--- config.mk ---
export PLATFORM = sky130hd
export DESIGN_NAME = load_store_unit
export DESIGN_NICKNAME = d
export VERILOG_FILES = /design/src/rtl/load_store_unit.sv
export SDC_FILE = /design/constraint.sdc
export NUM_CORES = 1
export LEC_CHECK = 0
export BUFFER_PORTS_ARGS = -buffer_cell sky130_fd_sc_hd__buf_2
export CAP_MARGIN = 10
export CELL_PAD_IN_SITES_DETAIL_PLACEMENT = 0
export CELL_PAD_IN_SITES_GLOBAL_PLACEMENT = 2
export CORE_ASPECT_RATIO = 2
export CORE_MARGIN = 5
export CORE_UTILIZATION = 17
export CTS_CLUSTER_DIAMETER = 60
export DETAILED_ROUTE_END_ITERATION = 10
export PLACE_DENSITY = 0.85
export SYNTH_ARGS = -nofsm -noshare
export SYNTH_HDL_FRONTEND = slang
export SYNTH_SLANG_ARGS = --single-unit
export TNS_END_PERCENT = 5
--- constraint.sdc ---
create_clock -name clk -period 5 [get_ports clk]
set_input_delay 0.5 -clock clk [delete_from_list [all_inputs] [get_ports clk]]
set_output_delay 0.5 -clock clk [all_outputs]
set_load 0.02 [all_outputs]
--- src/rtl/load_store_unit.sv ---
// load_store_unit: memory-stage load/store unit with byte-lane alignment and load extension.
// Define MISALIGNED_SPLIT_EN to split word-straddling accesses into two beats; otherwise they fault.
module load_store_unit (
   input  logic        clk,
   input  logic        rst,
   input  logic        MemReq,
   input  logic        MemWrite,
   input  logic [2:0]  Type,
   input  logic [31:0] Addr,
   input  logic [31:0] WriteData,
   output logic        Stall,
   output logic        ReadValid,
   output logic [31:0] ReadData,
   output logic        Fault,
   output logic        mem_en,
   output logic        mem_we,
   output logic [29:0] mem_addr,
   output logic [3:0]  mem_be,
   output logic [31:0] mem_wdata,
   input  logic [31:0] mem_rdata
);
   logic [1:0]  off;
   logic [3:0]  smask;
   logic        illegal, mis;
   logic        rd_q, rd_d;
   logic [2:0]  rtype_q, rtype_d;
   logic [1:0]  roff_q, roff_d;
   logic [31:0] raw, ext;

   assign off     = Addr[1:0];
   assign smask   = Type[1] ? 4'b1111 : Type[0] ? 4'b0011 : 4'b0001;
   assign illegal = (&Type[1:0]) | (Type[2] & (Type[1] | MemWrite));
   assign mis     = ({1'b0, off} + (Type[1] ? 3'd4 : Type[0] ? 3'd2 : 3'd1)) > 3'd4;

`ifdef MISALIGNED_SPLIT_EN
   typedef enum logic {IDLE, SPLIT} state_t;
   state_t      state_q, state_d;
   logic [29:0] addr_q, addr_d;
   logic [3:0]  be_q, be_d;
   logic [31:0] wdata_q, wdata_d, lo_q, lo_d;
   logic        we_q, we_d, split_q, split_d;
   logic [7:0]  be8;
   logic [63:0] wd64;

   // Lane masks and data spanning two words; the upper half is the second beat
   assign be8  = {4'b0000, smask} << off;
   assign wd64 = {32'b0, WriteData} << {off, 3'b000};
   // Beat-1 bytes sit low, beat-2 bytes are placed just above them
   assign raw  = split_q ? (lo_q | (mem_rdata << {2'd0 - roff_q, 3'b000})) : (mem_rdata >> {roff_q, 3'b000});
`else
   assign raw  = mem_rdata >> {roff_q, 3'b000};
`endif

   assign ext       = rtype_q[1] ? raw :
                      rtype_q[0] ? {{16{~rtype_q[2] & raw[15]}}, raw[15:0]} :
                                   {{24{~rtype_q[2] & raw[7]}}, raw[7:0]};
   assign ReadValid = rd_q;
   assign ReadData  = rd_q ? ext : 32'd0;

   // Access decode, memory port drive and next-state; everything is quiet while in reset
   always_comb begin
      rd_d      = 1'b0;
      rtype_d   = rtype_q;
      roff_d    = roff_q;
      Stall     = 1'b0;
      Fault     = 1'b0;
      mem_en    = 1'b0;
      mem_we    = 1'b0;
      mem_addr  = '0;
      mem_be    = '0;
      mem_wdata = '0;
`ifdef MISALIGNED_SPLIT_EN
      state_d   = state_q;
      addr_d    = addr_q;
      be_d      = be_q;
      wdata_d   = wdata_q;
      we_d      = we_q;
      lo_d      = lo_q;
      split_d   = 1'b0;
      if (!rst && state_q == SPLIT) begin
         mem_en    = 1'b1;
         mem_we    = we_q;
         mem_addr  = addr_q;
         mem_be    = be_q;
         mem_wdata = wdata_q;
         lo_d      = mem_rdata >> {roff_q, 3'b000};
         rd_d      = ~we_q;
         split_d   = 1'b1;
         state_d   = IDLE;
      end else if (!rst && MemReq) begin
         if (illegal) Fault = 1'b1;
         else begin
            mem_en    = 1'b1;
            mem_we    = MemWrite;
            mem_addr  = Addr[31:2];
            mem_be    = be8[3:0];
            mem_wdata = wd64[31:0];
            rtype_d   = Type;
            roff_d    = off;
            if (mis) begin
               Stall   = 1'b1;
               state_d = SPLIT;
               addr_d  = Addr[31:2] + 30'd1;
               be_d    = be8[7:4];
               wdata_d = wd64[63:32];
               we_d    = MemWrite;
            end else rd_d = ~MemWrite;
         end
      end
`else
      if (!rst && MemReq) begin
         if (illegal || mis) Fault = 1'b1;
         else begin
            mem_en    = 1'b1;
            mem_we    = MemWrite;
            mem_addr  = Addr[31:2];
            mem_be    = smask << off;
            mem_wdata = WriteData << {off, 3'b000};
            rtype_d   = Type;
            roff_d    = off;
            rd_d      = ~MemWrite;
         end
      end
`endif
   end

   // Load-return tracking: which cycle has data and how to extend it
   always_ff @(posedge clk or posedge rst)
      if (rst) begin
         rd_q    <= 1'b0;
         rtype_q <= '0;
         roff_q  <= '0;
      end else begin
         rd_q    <= rd_d;
         rtype_q <= rtype_d;
         roff_q  <= roff_d;
      end

`ifdef MISALIGNED_SPLIT_EN
   // Split state and second-beat holding registers
   always_ff @(posedge clk or posedge rst)
      if (rst) begin
         state_q <= IDLE;
         addr_q  <= '0;
         be_q    <= '0;
         wdata_q <= '0;
         we_q    <= 1'b0;
         lo_q    <= '0;
         split_q <= 1'b0;
      end else begin
         state_q <= state_d;
         addr_q  <= addr_d;
         be_q    <= be_d;
         wdata_q <= wdata_d;
         we_q    <= we_d;
         lo_q    <= lo_d;
         split_q <= split_d;
      end
`endif
endmodule

==> run metrics <==
root buffer cell=clkbuf_16; Placer Congestion=0.831; Core Util, Final=27.6%; hpwl dp=8260 um; fin crit share=74.6%; via count=2694; worst skew pair latency=220 ps; post-synthesis mux area share=23.7%; internal power=308 uW; drt total wl=9630 um; Die Y-Extent=162 um; synthesized instance count=275; Avg WL per Cell=15.9 um; TritonCTS Buffers=3; setup TNS=0 ps; main combinational cell family by area after synthesis=simple AND/OR/NAND/NOR gates; adder-cell area share of the yosys netlist=2.28%; top cells by area, synth=mux2i_1, and2_1, nor2_1, dfrtp_1, a211oi_1; hold buffers post-CTS=0; Worst Setup Start Kind=input port; Net Sw Power=239 uW; worst-margin pin slew=1050 ps; fmax=268 MHz; CP Max Fanout=31; Crit Path Class=in -> out; Crit path required time=4500 ps; most common cell after layout, fill and taps aside=buf_2; die area=14000 sq um; Setup Fix Bufs, Post-CTS=0; Resized cells post-CTS=0; 1st-iter DRT viols=57; Worst Path Arrival=3230 ps; largest net degree at the start of global routing=38; Synth Area in XOR/XNOR=0.444%; vias per std cell=4.46; DRC violations left=0; post-synthesis sequential area ratio=7.61%; crit end category=output pin; IO Count=206; PortBufs=204; H-tree levels=1; Max clock buf depth=2; first-pass GRT wire length=14100 um; most frequent cells in the layout=buf_2, nor2_1, and2_1; Max-cap violations=0; First-pass DRT Iterations=5; register clock-pin slew on the reported worst setup and hold paths=30 ps; initial antenna violation count=0; clock network fraction of total power=23.3%; pwr dens=175 nW/um^2; area leader, netlist=mux2i_1; RSZ-0062 raised after global routing=no; Starting Density=17.4%; layout cells sized above 1=50.9%; max-slew violation count=0; vias in the first global route=2719; Reg2Reg Depth=3; syn avg cell area=7.18 sq um; FILL cells=1296; # rows=55; Final Skew=0 ps; Antenna Violating Nets Remaining=0; status=completed; CTS tree=built; combinational share of power=61.9%; Rel. slew slack=29.1%; #FFs+latches synth=6; Leakage=1.86 nW; area of the multi-input gates=1650 sq um; Worst Hold Class=in -> async; maximum VDD drop=0.000102 V; Sink Count=6; post-synth net total=381; share of the synthesized area in the top cell type=17.2%; overall routing resource usage=12.4%; library cells used by synthesis=39; Hold Fails Final Rpt=0; Reg power frac=14.8%; # setup viols final=0; total global routing overflow=0; # diodes=0; Min Clock Period, post-route=3730 ps; nets=570; synthesized area=1970 sq um; core area=11400 sq um; Area Growth Syn to Fin=58.7%; yosys warns=0; post-synthesis compound-gate area fraction=23.3%; register area=150 sq um; sw frac=43.7%; Simple-Gate Fraction of Synth Area=33.9%; chip width=86.2 um
-- final cells by class --
cell class                      instances  share of cell area (%)
Clock buffer                            3                    2.40
Multi-Input combinational cell        240                    52.8
Sequential cell                         6                    4.79
Inverter                                5                   0.759
Tap cell                              142                    5.67
Timing Repair Buffer                  208                    33.6
-- cells in the mapped netlist (all sizes together) --
cell / instances
clkinv: 1
nand2b: 3
ha: 2
nor4: 1
o21ai: 16
fa: 1
nor3: 1
conb: 1
clkbuf: 8
a21oi: 9
inv: 4
nand3: 1
nand3b: 2
a31oi: 1
xnor2: 1
o2bb2ai: 1
mux2: 11
a211oi: 24
nor2: 44
a221oi: 1
a21boi: 1
mux2i: 34
o211ai: 1
nand2: 22
or3: 1
nor4bb: 1
buf: 16
or3b: 1
and2: 40
o211a: 7
dfrtp: 6
or2: 1
nor2b: 11
-- worst paths after layout --
kind	from	endpoint	slack (ps)
setup / recovery	Addr[1]	mem_be[2]	1270
setup reg to reg	roff_q[1]	roff_q[1]	4050
max in group asynchronous	rst	rtype_q[0]	4600
min in group clk	MemWrite	ReadValid	480
hold / removal	rst	rtype_q[1]	190
hold reg to reg	rtype_q[2]	rtype_q[2]	550
-- flip-flops by register name (all words and copies together) (netlist names) --
name	flops
roff_q	2
ReadValid	1
rtype_q	3
-- worst max-delay path, cell delays in order --
cell and delay (ps):
buf_2 510, inv_1 210, fa_1 580, nand2_1 60, o2bb2ai_2 160, or2_1 380
buf_4 280, a221oi_1 280, buf_2 230
-- metrics by stage --
step	worst slack [ps]	area (sq um)	total power [mW]	hold slack, ps	std cells
CTS	1180	3130	0.551	203	604
detailed placement	1190	3060	0.421	440	601
finish	1270	3130	0.547	193	604
global route	1030	3130	0.584	233	604
floorplan	1900	1970	0.311	299	275
global placement	1220	3060	0.417	435	601
-- logic make-up after synthesis --
group           count (synthesis)
other cells                     1
mux                            45
flops                           6
fa+ha+maj                       3
buf+inv                        29
simple gates                  129
xor+xnor                        1
compound gates                 61
-- power by group through the flow --
stage	Clock (mW)	Sequential, mW	Combinational, mW
after CTS	0.129	0.0806	0.341
after global routing	0.132	0.0838	0.369
after detailed placement	0	0.0813	0.340
after global placement	0	0.0802	0.336
after floorplan	0	0.0706	0.240
final	0.127	0.0807	0.339
-- per-layer routing --
layer / GRT usage [%] / share of wire [%] / vias to the layer above
met1: 12.9 / 35 / 1199
met2: 24.9 / 54 / 144
li1: - / - / 1335
met3: 2.08 / 8.6 / 16
met5: 0 / 0 / -
met4: 2.70 / 1.8 / 0
No activity file was read; power rests on OpenSTA's default activity.
